## config.mk

```make
export PLATFORM = sky130hd
export DESIGN_NAME = mux_stream_n
export DESIGN_NICKNAME = d
export VERILOG_FILES = /design/src/rtl/mux_pkg.sv /design/src/rtl/mux_stream_n_rr_arbiter.sv /design/src/rtl/mux_stream_n.sv
export SDC_FILE = /design/constraint.sdc
export NUM_CORES = 1
export LEC_CHECK = 0
export ABC_CLOCK_PERIOD_IN_PS = 4200
export CORE_MARGIN = 5
export CORE_UTILIZATION = 50
export CTS_CLUSTER_SIZE = 25
export DETAILED_ROUTE_END_ITERATION = 6
export DONT_BUFFER_PORTS = 1
export SETUP_SLACK_MARGIN = 0.05
export SYNTH_ARGS = -nofsm -noshare
export SYNTH_HDL_FRONTEND = slang
export SYNTH_SLANG_ARGS = --single-unit
```

## constraint.sdc

```tcl
create_clock -name clk -period 4.2 [get_ports clk]
set_clock_uncertainty 0.15 [all_clocks]
set_input_delay 1.05 -clock clk [delete_from_list [all_inputs] [get_ports clk]]
set_output_delay 1.05 -clock clk [all_outputs]
set_load 0.01 [all_outputs]
```

## src/rtl/mux_pkg.sv

```systemverilog
// Shared definitions for the stream multiplexer: select-width derivation and mode encoding.
package mux_pkg;

    typedef enum logic {
        MODE_MANUAL = 1'b0,
        MODE_RR     = 1'b1
    } mode_e;

    function automatic int unsigned clog2(input int unsigned v);
        int unsigned r;
        r = 0;
        while ((64'd1 << r) < 64'(v)) r++;
        return r;
    endfunction

    function automatic int unsigned sw_of(input int unsigned n);
        return (clog2(n) < 1) ? 1 : clog2(n);
    endfunction

endpackage

```

## src/rtl/mux_stream_n_rr_arbiter.sv

```systemverilog
// Combinational cyclic-priority search: first requester at or after ptr, wrapping at N.
module rr_arbiter
    import mux_pkg::*;
#(
    parameter  int unsigned N  = 4,
    localparam int unsigned SW = sw_of(N)
) (
    input  logic [N-1:0]  req,
    input  logic [SW-1:0] ptr,
    output logic [SW-1:0] gnt_idx,
    output logic          gnt_any
);

    always_comb begin
        int unsigned w_idx;
        gnt_idx = '0;
        gnt_any = 1'b0;
        w_idx   = 0;
        for (int unsigned k = 0; k < N; k++) begin
            w_idx = (32'(ptr) + k) % N;
            if (!gnt_any && req[w_idx[SW-1:0]]) begin
                gnt_any = 1'b1;
                gnt_idx = w_idx[SW-1:0];
            end
        end
    end

endmodule

```

## src/rtl/mux_stream_n.sv

```systemverilog
// N-channel valid/ready stream multiplexer with registered output, manual or round-robin select.
module mux_stream_n
    import mux_pkg::*;
#(
    parameter  int unsigned N     = 4,
    parameter  int unsigned WIDTH = 8,
    localparam int unsigned SW    = sw_of(N)
) (
    input  logic                 clk,
    input  logic                 rst_n,
    input  logic [N*WIDTH-1:0]   in_data,
    input  logic [N-1:0]         in_valid,
    output logic [N-1:0]         in_ready,
    input  logic [SW-1:0]        sel,
    input  logic                 rr_en,
    output logic [WIDTH-1:0]     out_data,
    output logic                 out_valid,
    input  logic                 out_ready,
    output logic [SW-1:0]        out_ch
);

    logic [WIDTH-1:0] r_out_data;
    logic             r_out_valid;
    logic [SW-1:0]    r_out_ch;
    logic [SW-1:0]    r_ptr;

    mode_e            w_mode;
    logic             w_load_ok;
    logic [SW-1:0]    w_arb_idx;
    logic             w_arb_any;
    logic [SW-1:0]    w_gnt;
    logic             w_gnt_any;
    logic [N-1:0]     w_in_ready;
    logic             w_xfer;
    logic [WIDTH-1:0] w_data;
    logic [SW-1:0]    w_ptr_nxt;

    rr_arbiter #(.N(N)) u_arb (
        .req     (in_valid),
        .ptr     (r_ptr),
        .gnt_idx (w_arb_idx),
        .gnt_any (w_arb_any)
    );

    assign w_mode    = mode_e'(rr_en);
    assign w_load_ok = !r_out_valid || out_ready;

    always_comb begin
        if (w_mode == MODE_RR) begin
            w_gnt     = w_arb_idx;
            w_gnt_any = w_arb_any;
        end else begin
            w_gnt     = sel;
            w_gnt_any = (32'(sel) < N);
        end
    end

    // Ready is forced low during reset so producers never see a phantom handshake.
    always_comb begin
        w_in_ready = '0;
        w_data     = '0;
        for (int unsigned i = 0; i < N; i++) begin
            if (32'(w_gnt) == i) begin
                w_in_ready[i] = w_gnt_any && w_load_ok && rst_n;
                w_data        = in_data[i*WIDTH +: WIDTH];
            end
        end
    end

    assign w_xfer    = |(in_valid & w_in_ready);
    assign w_ptr_nxt = (32'(w_gnt) + 1 >= N) ? '0 : w_gnt + SW'(1);

    always_ff @(posedge clk or negedge rst_n) begin
        if (!rst_n) begin
            r_out_valid <= 1'b0;
            r_out_data  <= '0;
            r_out_ch    <= '0;
            r_ptr       <= '0;
        end else begin
            if (w_xfer) begin
                r_out_data  <= w_data;
                r_out_ch    <= w_gnt;
                r_out_valid <= 1'b1;
                if (w_mode == MODE_RR) r_ptr <= w_ptr_nxt;
            end else if (out_ready) begin
                r_out_valid <= 1'b0;
            end
        end
    end

    assign in_ready  = w_in_ready;
    assign out_data  = r_out_data;
    assign out_valid = r_out_valid;
    assign out_ch    = r_out_ch;

endmodule
```

## Yosys cells after proc, flatten, opt, wreduce, memory -nomap -nowiden

Cells that the tools add are included.
W data, S select, Z words.

- Bitwise gates (word level): 1
- $lt $le $gt $ge: 5
- Reductions and logical operators: 14
- Equality and inequality tests: 3
- Muxes and demuxes: 29
- Add/subtract/negate cells: 5

Operators with widths:

| kind | number |
|---|---|
| $mux W8 | 4 |
| $mux W1 | 15 |
| $lt A2 B3 Y1 const B | 4 |
| $mux W2 | 6 |
| $bmux W1 S2 | 4 |
| $logic_and A1 B1 Y1 | 5 |
| $add A2 B1 Y2 const B | 2 |
| $add A2 B2 Y2 const B | 2 |
| $and A4 B4 Y4 | 1 |
| $eq A2 B2 Y1 const B | 2 |
| $logic_not A1 Y1 | 4 |
| $reduce_or A4 Y1 | 1 |
| $add A2 B1 Y3 const B | 1 |
| $ge A3 B3 Y1 const B | 1 |
| $eq A2 B1 Y1 const B | 1 |
| $logic_not A2 Y1 | 1 |
| $reduce_and A2 Y1 | 1 |
| $reduce_bool A2 Y1 | 1 |
| $logic_or A1 B1 Y1 | 1 |

- Logic and storage cells: 61
- Output and inout bits: 15
- Register bits after elaboration: 13

## Depth between registers and ports, before layout

- Depth after elaboration: 19
- Depth in mapped cells: 11
- Depth with buffers taken out: 9

## Modules after synthesis

Synthesis repeated with hierarchy kept, for this count alone.

- Cell total of the unflattened synthesis: 109
- Area total of the unflattened synthesis: 934.6 µm²

Modules (own cells, without submodules):

| module | cells an instance | instances | area each (µm²) | sequential area each (µm²) |
|---|---|---|---|---|
| mux_stream_n | 94 | 1 | 857.1 | 325.3 |
| rr_arbiter | 15 | 1 | 77.6 | 0.0 |

## Worst setup path before layout

No wires, ideal clock.

- Kind: input-to-output
- From: input in_valid[3]
- To: output in_ready[3]
- Arrival: 2,411 ps
- Setup slack: 589 ps
- Required time: 3,000 ps
- Stages on the path: 8
- Cell sequence: nand2b_1 -> a21o_1 -> nand4_1 -> o21ai_0 -> ha_1 -> buf_2 -> clkbuf_1 -> and2_1

- Elaborated cells between the ends (all ways): 28
- Those cells by class: eq/ne: 1; mux: 19; reduce/logical: 8

RTL lines:

| item | RTL line | RTL |
|---|---|---|
| from (decl) | mux_stream_n.sv:12 | `input logic [N-1:0] in_valid,` |
| $bmux W1 S2 | mux_stream_n_rr_arbiter.sv:21 | `if (!gnt_any && req[w_idx[SW-1:0]]) begin` |
| $mux W1 (implied by the code) | mux_stream_n_rr_arbiter.sv:21 |  |
| $mux W1 | mux_stream_n_rr_arbiter.sv:21 |  |
| $logic_not A1 Y1 | mux_stream_n_rr_arbiter.sv:21 |  |
| $logic_and A1 B1 Y1 | mux_stream_n_rr_arbiter.sv:21 |  |
| $mux W1 | mux_stream_n_rr_arbiter.sv:21 |  |
| $logic_not A1 Y1 | mux_stream_n_rr_arbiter.sv:21 |  |
| $logic_and A1 B1 Y1 | mux_stream_n_rr_arbiter.sv:21 |  |
| $mux W1 | mux_stream_n_rr_arbiter.sv:21 |  |
| $logic_not A1 Y1 | mux_stream_n_rr_arbiter.sv:21 |  |
| $logic_and A1 B1 Y1 | mux_stream_n_rr_arbiter.sv:21 |  |
| $mux W2 * | mux_stream_n_rr_arbiter.sv:21 |  |
| $mux W2 * | mux_stream_n.sv:49 | `if (w_mode == MODE_RR) begin` |
| via w_gnt[0] | mux_stream_n.sv:31 | `logic [SW-1:0] w_gnt;` |
| $eq A2 B2 Y1 * | mux_stream_n.sv:63 | `if (32'(w_gnt) == i) begin` |
| $mux W1 * | mux_stream_n.sv:63 |  |
| to (decl) | mux_stream_n.sv:13 | `output logic [N-1:0] in_ready,` |

Mark *: on every way through the listed nets, which the timed path passes. The rest lies on a longest branch. The select of a mux whose other input is x is not followed.

## Final worst setup path

Ends and elaborated chain as after synthesis.

==> flow_metrics.env <==
export IMPL_outcome="finished clean"
export IMPL_max_stage_delay_ns=0.58
export IMPL_fin_nets=157
export IMPL_cp_top_family="adder cells"
export IMPL_pwr_density_cell_nw_per_um2=582
export IMPL_cellLeakagePower_nw=0.420
export IMPL_dpl_hpwl_um=1960
export IMPL_die_area_um2=2910
export IMPL_finalSetupViolations=0
export IMPL_timing_final_crit_period_ns=3.76
export IMPL_clk_latency_ns=0.26
export IMPL_drv_slew=0
export IMPL_antenna_found_initial=0
export IMPL_swShare_pct=41.0
export IMPL_syn_cell_area_um2=965
export IMPL_hold_viol=0
export IMPL_yosys_warnings=0
export IMPL_cts_buffers=3
export IMPL_overflow=0
export IMPL_grt_pass1_vias=782
export IMPL_met2RoutedLength_um=977
export IMPL_cpMaxStageDelayCell="ha_1"
export IMPL_timing_fmax_mhz=266
export IMPL_wl_met3_um=304
export IMPL_ant_nets=0
export IMPL_grt_pass1_wl_um=3450
export IMPL_num_io_pins=57
export IMPL_avgSynthCellArea_um2=8.54
export IMPL_clkSinkCount=13
export IMPL_cts_root_buf="clkbuf_4"
export IMPL_worst_pin_slew_ns=0.574
export IMPL_cp_end_kind="output port"
export IMPL_seq_power_share_pct=45.8
export IMPL_rsz0062_at_grt="no"
export IMPL_crit_required_ns=3.00
export IMPL_power_uw=565
export IMPL_syn_num_nets=159
export IMPL_die_h_um=53.9
export IMPL_path_class="in -> out"
export IMPL_routed_via_density=5.96
export IMPL_synth_common_cells="13 x dfrtp_1, 12 x nand2_1, 10 x nor2_1"
export IMPL_hold_class="in -> async"
export IMPL_period_share_pct=89.5
export IMPL_worstPathMaxFanout=18
export IMPL_crit_arrival_ns=2.56
export IMPL_h_tree_depth=1
export IMPL_worstSetupStartpointType="primary input"
export IMPL_gp_congestion=0.819
export IMPL_intPower_uw=333
export IMPL_dr_pass1_iters=4
export IMPL_syn_to_final_growth_pct=0.649
export IMPL_cts_tree="built"
export IMPL_synth_edff_count=0
export IMPL_port_buffers=0
export IMPL_drc=0
export IMPL_ys_ff_latch=13
export IMPL_top_layer="met4"
export IMPL_ir_drop_uv=328
export IMPL_pwr_share_comb_pct=41.6
export IMPL_core_area_um2=1780
export IMPL_post_synth_top_count_cell="dfrtp_1"
export IMPL_yosysTopAreaCellShare_pct=33.7
export IMPL_cts_setup_buffers=0
export IMPL_routed_via_count=805
export IMPL_pre_cts_slack_ns=0.383
export IMPL_routed_wl_um=2340
export IMPL_cp_cell_sequence="nand2b_1 > a21o_1 > nand4_1 > o21ai_0 > ha_1 > and2_1"
export IMPL_pwr_share_clk_pct=12.6
export IMPL_worstSetupStartpoint="in_valid[3]"
export IMPL_synth_ff_type="dfrtp_1"
export IMPL_synth_area_leaders="dfrtp_1 34%, a211o_1 6.4%, a221oi_1 6.4%, a31oi_1 5.8%, ha_1 5.2%"
export IMPL_drv_cap=0
export IMPL_async_flop_share_pct=100
export IMPL_syn_inst=113
export IMPL_maxSlewHeadroom_pct=61.7
export IMPL_met1_length_um=1040
export IMPL_ctsHoldBuffers=0
export IMPL_post_drt_wl_per_cell_um=17.3
export IMPL_clock_path_buffers=2
export IMPL_yosysTopAreaCell="dfrtp_1"
export IMPL_grt_max_degree=23
export IMPL_worst_path_buf_inv=0
export IMPL_die_x_um=53.9
export IMPL_track_usage_pct=16.5
export IMPL_rows=15
export IMPL_drive_gt1_share_pct=6.36
export IMPL_setup_tns_final_ns=0
export IMPL_initial_core_util_pct=54.1
export IMPL_n_antenna_cell=0
export IMPL_p_sw_uw=232
export IMPL_ys_types=28
export IMPL_drt_iter0_markers=10
export IMPL_cts_repair_resized=0
export IMPL_seq_area_frac_synth_pct=33.7
export IMPL_setup_ws_ns=0.442
export IMPL_clk_pin_slew_ns=0.07
export IMPL_r2r_start="r_ptr[1]$_DFFE_PN0P_"
final cells by class:
cell class,count,area [um2]
inverters,9,33.8
multi-input cells,84,554
clock buffers,4,26.3
fillers,183,812
flip-flops and latches,13,325
well taps,25,31.3
registers in the layout (all words and copies together) (netlist names):
signal,cells
out_data,8
r_ptr,2
out_valid,1
out_ch,2
worst paths after layout:
check | endpoint | slack [ns] | cells past startpoint
min in group clk | r_ptr[0]$_DFFE_PN0P_ | 0.45 | 1
max in group asynchronous | out_data[5]$_DFFE_PN0P_ | 3.51 | 0
setup / recovery | in_ready[3] | 0.44 | 6
hold reg to reg | r_ptr[0]$_DFFE_PN0P_ | 0.45 | 1
hold / removal | out_ch[0]$_DFFE_PN0P_ | 0.32 | 0
setup reg to reg | r_ptr[0]$_DFFE_PN0P_ | 1.27 | 9
cells in the final DEF, fill, tap and decap left out, drive strengths merged, types with 2 or more instances in the layout:
cell	n
clkbuf	4
a21oi	5
a22o	2
inv	9
nor2	10
nand2b	6
mux2	2
o21ai	2
dfrtp	13
and2	6
ha	4
a221oi	7
nand2	13
a211o	7
nand3	2
a31oi	9
per-stage QoR:
| stage | util (%) | area, um2 | instances | hold slack, ns |
|---|---|---|---|---|
| detailed placement | 53.0 | 945 | 131 | 0.444 |
| CTS | 54.5 | 971 | 135 | 0.311 |
| finish | 54.5 | 971 | 135 | 0.325 |
| floorplan | - | 965 | 113 | 0.368 |
| global placement | 53.0 | 945 | 131 | 0.408 |
| global route | 54.5 | 971 | 135 | 0.296 |
layer usage:
layer | vias to the layer above | global-route usage (%)
met2 | 40 | 24.8
met5 | - | 0
met4 | 0 | 6.38
met3 | 2 | 2.77
li1 | 402 | -
met1 | 361 | 23.5
cell families after synthesis:
logic type	count (synthesis)	synth area share, %
simple gates	41	20.9
compound gates	37	29.1
buf+inv	16	8.82
flops	13	33.7
fa+ha+maj	4	5.19
mux	2	2.33
power groups by stage:
stage | registers [mW] | logic, mW | clock network, mW
floorplan | 0.247 | 0.210 | 0
global placement | 0.262 | 0.231 | 0
detailed placement | 0.263 | 0.238 | 0
CTS | 0.261 | 0.238 | 0.0758
global route | 0.269 | 0.267 | 0.0827
finish | 0.259 | 0.235 | 0.0714
Power figures use the tool's default switching activity.
